[src/rtl/pc_sequencer.sv]
// Instruction sequencer: steps fetch/decode/execute/PC-update, with halt handling,
// a fetch timeout that latches a sticky fault, and a retired-instruction counter.
module pc_sequencer #(
    parameter int unsigned MEM_TIMEOUT = 15
) (
    input  logic        clk,
    input  logic        rst,
    input  logic        run,
    input  logic        halt_req,
    input  logic        mem_ack,
    input  logic        exec_done,
    input  logic        branch_taken,
    output logic        mem_req,
    output logic        ir_load,
    output logic        exec_start,
    output logic        pc_enable,
    output logic        pc_select,
    output logic        halted,
    output logic        fault,
    output logic [15:0] instr_count
);

    typedef enum logic [2:0] {
        IDLE,
        FETCH,
        DECODE,
        EXECUTE,
        UPDATE_PC,
        HALT,
        FAULT
    } state_t;

    state_t     state;
    state_t     state_next;
    logic [7:0] wait_cnt;
    logic       branch_q;
    logic       halt_pending;
    logic       timeout;

    assign timeout = (wait_cnt == 8'(MEM_TIMEOUT));

    always_ff @(posedge clk or negedge rst) begin
        if (!rst) begin
            state <= IDLE;
        end else begin
            state <= state_next;
        end
    end

    always_ff @(posedge clk or negedge rst) begin
        if (!rst) begin
            wait_cnt     <= 8'd0;
            branch_q     <= 1'b0;
            halt_pending <= 1'b0;
            instr_count  <= 16'd0;
        end else begin
            // Every state that can precede FETCH clears the counter, so it is 0 on entry.
            if (state != FETCH) begin
                wait_cnt <= 8'd0;
            end else if (!mem_ack) begin
                wait_cnt <= wait_cnt + 8'd1;
            end

            if (state == EXECUTE && exec_done) begin
                branch_q <= branch_taken;
            end

            if (state_next == HALT && state != HALT) begin
                halt_pending <= 1'b0;
            end else if (halt_req && state != HALT && state != FAULT) begin
                halt_pending <= 1'b1;
            end

            if (state == UPDATE_PC) begin
                instr_count <= instr_count + 16'd1;
            end
        end
    end

    always_comb begin
        // NOTE: every output gets a default before the case so no path infers a latch.
        state_next = state;
        mem_req    = 1'b0;
        ir_load    = 1'b0;
        exec_start = 1'b0;
        pc_enable  = 1'b0;
        pc_select  = 1'b0;
        halted     = 1'b0;
        fault      = 1'b0;

        case (state)
            IDLE: begin
                if (run) state_next = FETCH;
            end
            FETCH: begin
                mem_req = 1'b1;
                // An ack arriving in the timeout cycle still wins.
                if (mem_ack) begin
                    ir_load    = 1'b1;
                    state_next = DECODE;
                end else if (timeout) begin
                    state_next = FAULT;
                end
            end
            DECODE: begin
                exec_start = 1'b1;
                state_next = EXECUTE;
            end
            EXECUTE: begin
                if (exec_done) state_next = UPDATE_PC;
            end
            UPDATE_PC: begin
                pc_enable = 1'b1;
                pc_select = branch_q;
                if (halt_pending)  state_next = HALT;
                else if (!run)     state_next = IDLE;
                else               state_next = FETCH;
            end
            HALT: begin
                halted = 1'b1;
                if (!run && !halt_req) state_next = IDLE;
            end
            FAULT: begin
                fault = 1'b1;
            end
            default: begin
                state_next = IDLE;
            end
        endcase
    end

endmodule

[config.mk]
export PLATFORM = sky130hd
export DESIGN_NAME = pc_sequencer
export DESIGN_NICKNAME = d
export VERILOG_FILES = /design/src/rtl/pc_sequencer.sv
export SDC_FILE = /design/constraint.sdc
export NUM_CORES = 1
export LEC_CHECK = 0
export BUFFER_PORTS_ARGS = -buffer_cell sky130_fd_sc_hd__buf_2
export CORE_UTILIZATION = 48
export DETAILED_ROUTE_END_ITERATION = 10
export PLACE_DENSITY = 0.72
export SKIP_LAST_GASP = 1
export SLEW_MARGIN = 20
export SYNTH_ARGS = -nofsm -noshare
export SYNTH_HDL_FRONTEND = slang
export SYNTH_SLANG_ARGS = --single-unit
[constraint.sdc]
create_clock -name clk -period 1.75 [get_ports clk]
set_clock_uncertainty 0.15 [all_clocks]
set_input_delay 0.35 -clock clk [delete_from_list [all_inputs] [get_ports clk]]
set_output_delay 0.35 -clock clk [all_outputs]
set_load 0.005 [all_outputs]
==> run metrics, run 1 <==
initial antenna violation count 0; number of flops mapped to enable cells by yosys 0; r2r startpoint state[1]; startpoint of the worst setup timing path state[1]; final weighted congestion of routability-driven global placement 0.727; Primary FF master, synth sky130_fd_sc_hd__dfrtp_1; synthesized netlist net count 155; worst endpoint required time about 1.3 ns; share of the clock period used by the worst path after layout 112%; combined global-route utilization of all metal layers 22.9%; timing-limited maximum frequency 510 MHz; Power Dens Cells 1300 nW/um^2; number of cells on the worst hold path 2; Max Transition Viols Final 0; number of top-level design ports 30; WS Path Type flip-flop to output port; H-tree depth 2; Clk Latency, worst-skew pair between 0.3 and 0.4 ns; critical path arrival between 1 and 1.5 ns; antenna viol nets, final 0; met1 routing resource usage after global routing 27.9%; peak supply drop 962 uV; crit-path cells or3b_4, inv_2, and2_1, buf_2; remaining max-slew budget at the tightest pin 56.7%; origin of the worst min-delay path branch_taken; met3 Resource Use GR 6.12%; Gate Count Post-Synth 146; average detailed-routed wire length per instance 14.4 microns; DP Area 1680 sq um; cts bufs inserted 5; cell types with the largest area share after synthesis sky130_fd_sc_hd__dfrtp_1 50%, sky130_fd_sc_hd__xnor2_1 7.2%, sky130_fd_sc_hd__xor2_1 5.4%; worst-case reg-to-reg path depth 5; final total power around 2600 uW; clock tree root driver cell sky130_fd_sc_hd__clkbuf_4; transition time of the tightest slew-check pin 0.650 ns; most utilized layer in the global route result met2; most common cell in the synthesized netlist sky130_fd_sc_hd__dfrtp_1; critical path peak fanout 2; leakage power of the design 0.00104 uW; violations in the final reports DRC, setup timing; total clock sinks 29; Die Footprint 3260 sq um; count of cell types in the netlist 32; post-synthesis area per instance 9.99 sq um; flop and latch count out of synthesis 29; clock-pin slew of the registers on the worst-case setup and hold paths 0.09 ns; grt ovf 0; final setup slack of the worst path -0.209 ns; Total Routed Length 3380 microns; result of the run finished with violations; post-placement setup slack -0.00899 ns; part of the Yosys area used for sequential elements between 40 and 50%; Chip Height around 57 microns; maximum number of pins on one net before global-route repair 30; area of the mapped netlist 1460 sq um; post-synthesis async set-or-reset flop share 100%; DRC violations left 2; Min Clock Period, post-route 1.96 ns; clock tree from TritonCTS built; largest area contributor in the netlist sky130_fd_sc_hd__dfrtp_1; via density per instance 5.36; antenna fix cells 0; met2 Track Usage GR 37.0%; fraction of final layout cells with drive strength greater than 1 39.2%; Worst Hold End branch_q; Synth top cells by count 29 x sky130_fd_sc_hd__dfrtp_1, 16 x sky130_fd_sc_hd__nor2_1, 14 x sky130_fd_sc_hd__nand2_1; Reg2Reg Setup Slack -0.11 ns; routed via count 1260; share of Yosys cell area claimed by the top area cell type 49.7%; number of port buffers 29; category of the worst setup path capture point output port; endpoints failing setup 14; critical path buffer and inverter count 2; first drt pass iteration count 7; Initial DRC Count 44; end of the worst register-to-register path instr_count[11]; starting utilization of the core area between 50% and 60%; HP Class primary input to flip-flop; HPWL after DPL 2080 microns; Fin. Hold Viols 0; max-cap viol count 0; slowest stage delay, CP about 0.44 ns; Layout Nets 212; Post-Layout Inst Area 1990 sq um; Chip Width 57.1 microns; yosys warns 0; Crit-path slowest cell sky130_fd_sc_hd__or3b_4; # rows 19; kind of cell adding the most delay to the critical path simple AND/OR/NAND/NOR gates; setup repair after global routing missed its margin true; CP Launch Type flip-flop; via count of the first global-routing pass 1156; area of the core region about 2800 sq um; clock buffer depth 2; wire length of the first global-routing pass 5520 microns; layout-stage area growth over the synthesis result 36.7%
-- per-layer routing --
metal,vias to the layer above,share of wire [%]
met3,18,4.4
li1,612,-
met1,594,42
met5,-,0
met4,0,3.7
met2,36,49
-- worst max path at each step --
stage / endpoint / slack (ns) / depth (start not counted)
final: pc_select / -0.21 / 4
after global placement: instr_count[11] / 0.04 / 4
after detailed placement: instr_count[11] / -0.009 / 4
after CTS: pc_select / -0.19 / 4
after floorplan: instr_count[11] / 0.02 / 6
after global routing: pc_select / -0.23 / 4
-- cell families after synthesis --
logic type               Yosys count  synth area share [%]
flip-flops                        29                  49.7
multiplexers                       3                  2.23
buffers and inverters             10                  3.00
AO/OA/AOI/OAI                     15                  6.52
AND/OR/NAND/NOR                   66                  24.2
XOR/XNOR                          21                  12.6
adder cells (fa/ha/maj)            2                  1.71
-- registers in the layout, indices dropped and copies added (netlist names) --
signal / count
branch_q: 1
wait_cnt: 8
halt_pending: 1
instr_count: 16
state: 3
-- report_power, final --
part	leakage [uW]	switching, uW	internal, uW	total [uW]
combinational	0.000608	525	698	1220
clock	0.0000413	251	233	483
sequential	0.000388	114	778	892
total	0.00104	890	1710	2600
-- final cells by class --
cell class	instances	area [sq um]
Sequential cell	29	726
Fill cell	213	835
Timing Repair Buffer	56	402
Multi-Input combinational cell	107	743
Clock inverter	1	5.00
Tap cell	31	38.8
Clock buffer	7	65.1
Inverter	4	15.0
-- placed cells by master, fill, tap and decap left out, drive strengths merged, types with 4 or more instances in the layout --
cell / count
o21ai: 6
nor2: 16
nand3: 7
dfrtp: 29
xor2: 9
and2: 6
nor3: 5
nand2: 14
xnor2: 12
clkbuf: 7
buf: 55
inv: 4
-- what timing repair did --
item / in CTS / in global routing
setup buffers: 9 / 10
hold buffers: 1 / 0
resized for setup: 14 / 14
pin swaps: 5 / 9
hold endpoints to repair: 29 / 0
endpoints found under the setup margin: 9 / 21
-- stage by stage --
step                      hold slack [ns]  instances  util [%]  setup TNS, ns
after floorplan                   -0.0956        146         -              0
after global placement              0.252        209      59.4              0
after detailed placement            0.259        209      59.4       -0.00899
after CTS                          0.0887        227      66.4          -1.19
after global routing               0.0858        235      70.5          -2.22
final                              0.0941        235      70.5          -1.28
No activity file was read; power rests on OpenSTA's default activity.
==> run 2: changes to the inputs <==
--- a/config.mk
+++ b/config.mk
@@ -6,8 +6,9 @@
 export NUM_CORES = 1
 export LEC_CHECK = 0
 export BUFFER_PORTS_ARGS = -buffer_cell sky130_fd_sc_hd__buf_2
-export CORE_UTILIZATION = 48
+export CORE_UTILIZATION = 50
 export DETAILED_ROUTE_END_ITERATION = 10
+export MAX_ROUTING_LAYER = met4
 export PLACE_DENSITY = 0.72
 export SKIP_LAST_GASP = 1
 export SLEW_MARGIN = 20
==> constraint.sdc (replaced) <==
create_clock -name clk -period 2.1 [get_ports clk]
set_clock_uncertainty 0.15 [all_clocks]
set_input_delay 0.42 -clock clk [delete_from_list [all_inputs] [get_ports clk]]
set_output_delay 0.42 -clock clk [all_outputs]
set_load 0.005 [all_outputs]
==> run metrics, run 2 (synthesis gave the netlist of run 1 again) <==
largest registers instr_count (16), wait_cnt (8), state (3); fraction of final layout cells with drive strength greater than 1 26.6% (-13 points); layout-stage area growth over the synthesis result 19.9%; clock buffer depth 2 (unchanged); number of cells after detailed placement 204 (-2.4%); average detailed-routed wire length per instance 13.2 microns (-8.6%); result of the run complete, no violations; Min Clock Period, post-route 2.02 ns; leakage power of the design 0.000907 uW (-13%); critical path arrival 1.45 ns (about the same); kind of cell adding the most delay to the critical path flip-flops; Reg2Reg Setup Slack 0.24 ns (+0.35 ns); Layout Nets 192 (-9.4%); most used cells in the layout excluding fill and tap cells 29 x sky130_fd_sc_hd__dfrtp_1, 29 x sky130_fd_sc_hd__buf_2, 16 x sky130_fd_sc_hd__nor2_1; final weighted congestion of routability-driven global placement 0.808 (+11%); antenna fix cells 0 (unchanged); Crit-path slowest cell sky130_fd_sc_hd__dfrtp_1; Max Transition Viols Final 0 (unchanged); startpoint of the worst setup timing path state[0]; cts bufs inserted 5 (unchanged); number of port buffers 29 (unchanged); grt ovf 0 (unchanged); clock tree from TritonCTS built; critical path peak fanout 10 (+8); via count of the first global-routing pass 1084 (-6.2%); transition time of the tightest slew-check pin 0.636 ns (-0.0138 ns); number of top-level design ports 30 (unchanged); worst endpoint required time 1.53 ns (+0.28 ns); CP Launch Type flip-flop; Chip Height 56.0 microns (-2.0%); Fin. Hold Viols 0 (unchanged); Initial DRC Count 44 (unchanged); Total Routed Length 2830 microns (-16%); antenna viol nets, final 0 (unchanged); area of the core region 2760 sq um (-2.5%); HPWL after DPL 2060 microns (-1.0%); DRC violations left 0 (-2); H-tree depth 2 (unchanged); Die Footprint 3140 sq um (-3.9%); via density per instance 5.39 (+0.45%); Clk Latency, worst-skew pair 0.32 ns (-0.02 ns); area taken by flip-flops and latches 726 sq um (unchanged); multi-input logic area 699 sq um (-5.9%); Post-Layout Inst Area 1750 sq um (-12%); endpoints failing setup 0 (-14); maximum number of pins on one net before global-route repair 30 (unchanged); Largest Register instr_count; timing-limited maximum frequency 495 MHz; Core Util, Final 63.4% (-7.1 points); starting utilization of the core area 52.9% (+1.3 points); worst hold margin 0.179 ns (+0.0850 ns); layout filler cell count 240 (+13%); slowest stage delay, CP 0.39 ns (-0.05 ns); Power Dens Cells 998 nW/um^2 (-23%); crit-path cells buf_4, nor2b_4, nand2b_1, inv_1, and2_1, buf_2; wire length of the first global-routing pass 4880 microns (-12%); max-cap viol count 0 (unchanged); share of the clock period used by the worst path after layout 96.3%; worst-case reg-to-reg path depth 5 (unchanged); final total power 1750 uW (-33%); critical path buffer and inverter count 3 (+1); category of the worst setup path capture point output port; clock-pin slew of the registers on the worst-case setup and hold paths 0.09 ns (about the same); DP Area 1640 sq um (-2.2%); end of the worst register-to-register path instr_count[11]; # rows 19 (unchanged); combined global-route utilization of all metal layers 20.7% (-2.1 points); WS Path Type flip-flop to output port; timing endpoint of the critical path ir_load; HP Class primary input to flip-flop; Chip Width 56.0 microns (-2.0%); total clock sinks 29 (unchanged); routed via count 1158 (-8.1%); remaining max-slew budget at the tightest pin 57.6% (+0.92 points); r2r startpoint state[0]; number of cells on the worst hold path 2 (unchanged); peak supply drop 724 uV (-25%); initial antenna violation count 0 (unchanged); clock tree root driver cell sky130_fd_sc_hd__clkbuf_4; first drt pass iteration count 4 (-3); Post-Layout Cell Count 215 (-8.5%); number of flip-flops under the largest register name 16 (unchanged); critical path depth in cells 6 (+2)
==> run 2: cell types whose count changed in the layout (fill, tap and decap cells not counted), moves of 2 or more <==
cell | before | now
sky130_fd_sc_hd__nor3_1 | 3 | 5
sky130_fd_sc_hd__buf_4 | 19 | 6
sky130_fd_sc_hd__buf_6 | 11 | 0
sky130_fd_sc_hd__and2_4 | 3 | 0
sky130_fd_sc_hd__and2_1 | 3 | 6
sky130_fd_sc_hd__inv_1 | 1 | 4
sky130_fd_sc_hd__buf_2 | 25 | 29
sky130_fd_sc_hd__inv_2 | 3 | 0
==> run 2: metrics by stage <==
step,TNS (ns),setup slack [ns]
6_report,0,0.0784
3_5_place_dp,0,0.262
3_3_place_gp,0,0.299
4_1_cts,0,0.0360
2_1_floorplan,0,0.224
5_1_grt,-0.0210,-0.0210
==> run 2: where the power goes <==
group	total [uW]	switching (uW)	internal, uW
logic	631	323	308
registers	731	83.2	648
clock network	384	190	194
total	1750	596	1150
==> run 2: worst min path at each step <==
stage / startpoint / end / slack [ns]
after global routing: branch_taken / branch_q / 0.16
final: branch_taken / branch_q / 0.18
after global placement: instr_count[15] / instr_count[15] / 0.31
after CTS: branch_taken / branch_q / 0.16
after floorplan: rst / branch_q / -0.03
after detailed placement: instr_count[15] / instr_count[15] / 0.31
==> run 2: cell type report <==
class                   instances  area share (%)
well taps                      31            2.22
clock buffers                   7            3.72
flip-flops and latches         29            41.5
repair buffers                 36            11.4
inverters                       4           0.858
multi-input cells             107            40.0
clock inverters                 1           0.286
==> run 2: routing by layer <==
metal | share of wire (%) | wire (microns) | vias to the layer above | global-route usage, %
li1 | - | - | 568 | -
met3 | 4.4 | 125 | 6 | 6.98
met4 | 1.2 | 34 | 0 | 6.27
met2 | 46 | 1310 | 25 | 30.4
met1 | 48 | 1360 | 559 | 27.4
met5 | 0 | 0 | - | -
==> run 2: worst register-to-register path: cells and delay by family, from the launching register on <==
kind,cells,cell delay (ns)
AND/OR/NAND/NOR,3,0.91
buffers and inverters,1,0.17
XOR/XNOR,1,0.15
flip-flops,1,0.39
==> run 2: timing repair <==
| action | 4_1_cts | 5_1_grt |
|---|---|---|
| resized for setup | 2 | 1 |
| setup endpoints to repair | 2 | 2 |
| hold buffers | 1 | 0 |
| endpoints found under the hold margin | 29 | 0 |
| pin swaps | 0 | 1 |
| setup buffers | 0 | 2 |
==> run 3: changes to the inputs <==
--- a/config.mk
+++ b/config.mk
@@ -5,11 +5,12 @@
 export SDC_FILE = /design/constraint.sdc
 export NUM_CORES = 1
 export LEC_CHECK = 0
+export ABC_AREA = 1
 export BUFFER_PORTS_ARGS = -buffer_cell sky130_fd_sc_hd__buf_2
 export CORE_UTILIZATION = 50
 export DETAILED_ROUTE_END_ITERATION = 10
 export MAX_ROUTING_LAYER = met4
-export PLACE_DENSITY = 0.72
+export PLACE_DENSITY = 0.71
 export SKIP_LAST_GASP = 1
 export SLEW_MARGIN = 20
 export SYNTH_ARGS = -nofsm -noshare
==> constraint.sdc (replaced) <==
create_clock -name clk -period 2.35 [get_ports clk]
set_clock_uncertainty 0.15 [all_clocks]
set_input_delay 0.47 -clock clk [delete_from_list [all_inputs] [get_ports clk]]
set_output_delay 0.47 -clock clk [all_outputs]
set_load 0.005 [all_outputs]
==> run metrics, run 3 <==
Initial DRC Count 94 (+110%); Clock Power Share 21.6% (-0.4 points); Post-Layout Inst Area 1880 sq um (+7.4%); DP Area 1820 sq um (+11%); H-tree depth 2 (unchanged); main combinational cell family by area after synthesis simple AND/OR/NAND/NOR gates; layout-stage area growth over the synthesis result 15.7%; starting utilization of the core area 52.8% (-0.14 points); most frequent standard cell in the layout excluding fill and tap cells sky130_fd_sc_hd__nand2_1; layout filler cell count 286 (+19%); proportion of power drawn by combinational gates 29.2% (-6.9 points); number of flip-flops under the largest register name 16 (unchanged); Min Clock Period, post-route about 2 ns; HP Class primary input to asynchronous set/reset pin; via count of the first global-routing pass 1290 (+19%); Clk Latency, worst-skew pair 0.33 ns (about the same); area of the mapped netlist 1620 sq um (+11%); count of buffers added by post-CTS timing repair for setup 0 (unchanged); most utilized layer in the global route result met2; flop and latch count out of synthesis 29 (unchanged); part of the Yosys area used for sequential elements 44.7% (-5.1 points); largest registers instr_count (16), wait_cnt (8), state (3); cell types with the largest area share after synthesis sky130_fd_sc_hd__dfrtp_1 45%, sky130_fd_sc_hd__nand2_1 13%, sky130_fd_sc_hd__nor2_1 7.4%; XOR/XNOR Fraction of Synth Area 4.31% (-8.3 points); clock tree root driver cell sky130_fd_sc_hd__clkbuf_4; initial antenna violation count 0 (unchanged); Setup TNS 0 ns (unchanged); count of cell types in the netlist 23 (-28%); Power Dens Cells 735 nW/um^2 (-26%); yosys warns 0 (unchanged); net load switching power 534 uW (-10%); post-synthesis async set-or-reset flop share 100% (unchanged); wire length of the first global-routing pass 5590 microns (+15%); DRC violations left 0 (unchanged); remaining max-slew budget at the tightest pin 58.0% (+0.42 points); # rows 20 (+1); Total Routed Length 3210 microns (+13%); area of the core region 3080 sq um (+12%); Chip Height 59.0 microns (+5.3%); Max Transition Viols Final 0 (unchanged); timing-limited maximum frequency a little under 500 MHz; Layout Nets 258 (+34%); final weighted congestion of routability-driven global placement 0.820 (+1.4%); grt ovf 0 (unchanged); Post-Layout Cell Count 294 (+37%); WS Path Type flip-flop to output port; number of flops mapped to enable cells by yosys 0 (unchanged); clock-pin slew of the registers on the worst-case setup and hold paths 0.11 ns (+0.02 ns); transition time of the tightest slew-check pin 0.630 ns (-0.00626 ns); cts repair resizes 0 (-2); worst hold margin -0.0102 ns (-0.189 ns); share of Yosys cell area claimed by the top area cell type 44.7% (-5.1 points); antenna fix cells 0 (unchanged); CTS Hold Buffers Added 0 (-1); HPWL after DPL 2390 microns (+16%); met3 Resource Use GR 4.59% (-2.4 points); Synth top cells by count 58 x sky130_fd_sc_hd__nand2_1, 32 x sky130_fd_sc_hd__nor2_1, 29 x sky130_fd_sc_hd__dfrtp_1, 29 x sky130_fd_sc_hd__inv_1, 9 x sky130_fd_sc_hd__o21ai_0; endpoints failing setup 0 (unchanged); Fin. Hold Viols 5 (+5); Largest Register instr_count; setup repair after global routing missed its margin false; number of cells after detailed placement 286 (+40%); fraction of final layout cells with drive strength greater than 1 19.2% (-7.4 points); category of the worst setup path capture point output port; maximum number of pins on one net before global-route repair 30 (unchanged); Core Util, Final 61.1% (-2.4 points); Simple-Gate Fraction of Synth Area 35.1% (+11 points); Flop pwr share 49.2% (+7.3 points); critical path arrival 1.39 ns (-0.06 ns); largest area contributor in the netlist sky130_fd_sc_hd__dfrtp_1; proportion of synthesized area in mux cells 0% (-2.2 points); number of top-level design ports 30 (unchanged); total clock sinks 29 (unchanged); violations in the final reports hold timing; number of port buffers 29 (unchanged); Gate Count Post-Synth 213 (+46%); CP Launch Type flip-flop; critical path peak fanout 7 (-3); synthesized netlist net count 222 (+43%); average detailed-routed wire length per instance 10.9 microns (-17%); clock tree from TritonCTS built; leakage power of the design 0.00102 uW (+13%); Switching Share 38.7% (+4.5 points); met2 Track Usage GR 34.4% (+4.0 points); met1 routing resource usage after global routing 29.0% (+1.6 points); share of the clock period used by the worst path after layout 85.5%; peak supply drop 589 uV (-19%); Die Footprint 3480 sq um (+11%); first drt pass iteration count 5 (+1); antenna viol nets, final 0 (unchanged); clock buffer depth 2 (unchanged); combined global-route utilization of all metal layers 22.4% (+1.7 points); most used cells in the layout excluding fill and tap cells 58 x sky130_fd_sc_hd__nand2_1, 32 x sky130_fd_sc_hd__nor2_1, 29 x sky130_fd_sc_hd__inv_1, 29 x sky130_fd_sc_hd__dfrtp_1, 29 x sky130_fd_sc_hd__buf_2; Primary FF master, synth sky130_fd_sc_hd__dfrtp_1; Chip Width 59.0 microns (+5.3%); fraction of the mapped netlist area in adder cells 1.54% (-0.17 points); post-synthesis area per instance 7.62 sq um (-24%); result of the run finished with violations; via density per instance 4.87 (-9.6%); area fraction in compound gates after synthesis 7.16% (+0.65 points); P_int 848 uW (-26%); worst endpoint required time 1.73 ns (+0.20 ns); cts bufs inserted 5 (unchanged); max-cap viol count 0 (unchanged); routed via count 1431 (+24%); most common cell in the synthesized netlist sky130_fd_sc_hd__nand2_1
==> run 3: cell types whose count changed after synthesis, moves of 6 or more <==
cell	change
sky130_fd_sc_hd__xor2_1	-6
sky130_fd_sc_hd__nand2_1	+44
sky130_fd_sc_hd__and2_1	-6
sky130_fd_sc_hd__nor2_1	+16
sky130_fd_sc_hd__nand4_1	+6
sky130_fd_sc_hd__inv_1	+25
sky130_fd_sc_hd__xnor2_1	-7
==> run 3: per-stage QoR <==
| step | power [uW] | worst slack [ns] |
|---|---|---|
| global placement | 1090 | 0.713 |
| CTS | 1400 | 0.320 |
| global route | 1490 | 0.216 |
| detailed placement | 1090 | 0.693 |
| finish | 1380 | 0.340 |
| floorplan | 951 | 0.907 |
==> run 3: kinds of logic after synthesis <==
family / count (synthesis)
AOI/OAI and AO/OA: 21
and+or+nand+nor: 122
buffers and inverters: 31
DFF: 29
adders and majority gates: 2
xor gates and xnor gates: 8
==> run 3: per-layer routing <==
layer  wire length (microns)  vias up  part of all wire [%]
met5                       0        -                     0
li1                        -      751                     -
met2                    1430       37                    45
met4                      42        0                   1.3
met3                     127        5                   4.0
met1                    1610      638                    50
==> run 3: worst max-delay path, cell delays in order, from the launching register on <==
cell and delay [ns]:
sky130_fd_sc_hd__dfrtp_1 0.48, sky130_fd_sc_hd__inv_2 0.13, sky130_fd_sc_hd__nand3_2 0.12, sky130_fd_sc_hd__inv_1 0.19, sky130_fd_sc_hd__buf_2 0.15
==> run 3: path summary, 6_finish.rpt <==
kind	slack, ns	startpoint	cells after the start	endpoint
max in group asynchronous	1.63	rst	1	state[2]
min	-0.01	rst	1	instr_count[4]
max reg2reg	0.79	instr_count[0]	8	instr_count[10]
min in group clk	0.27	branch_taken	3	branch_q
min reg2reg	0.36	wait_cnt[3]	1	wait_cnt[3]
max	0.34	state[2]	4	mem_req
==> run 3: area by class of cell <==
cell class	count	area (sq um)	share of cell area (%)
timing repair buffer	29	145	7.72
multi-input combinational	153	782	41.6
tap	44	55.1	2.93
inverter	31	116	6.19
sequential	29	726	38.6
clock inverter	3	17.5	0.932
clock buffer	5	37.5	2.00
==> run 3: power groups by stage <==
stage / Sequential [uW] / Clock, uW / Combinational (uW)
after detailed placement: 691 / 0 / 404
after floorplan: 678 / 0 / 273
final: 680 / 298 / 404
after global routing: 694 / 331 / 466
after global placement: 689 / 0 / 398
after CTS: 680 / 312 / 406
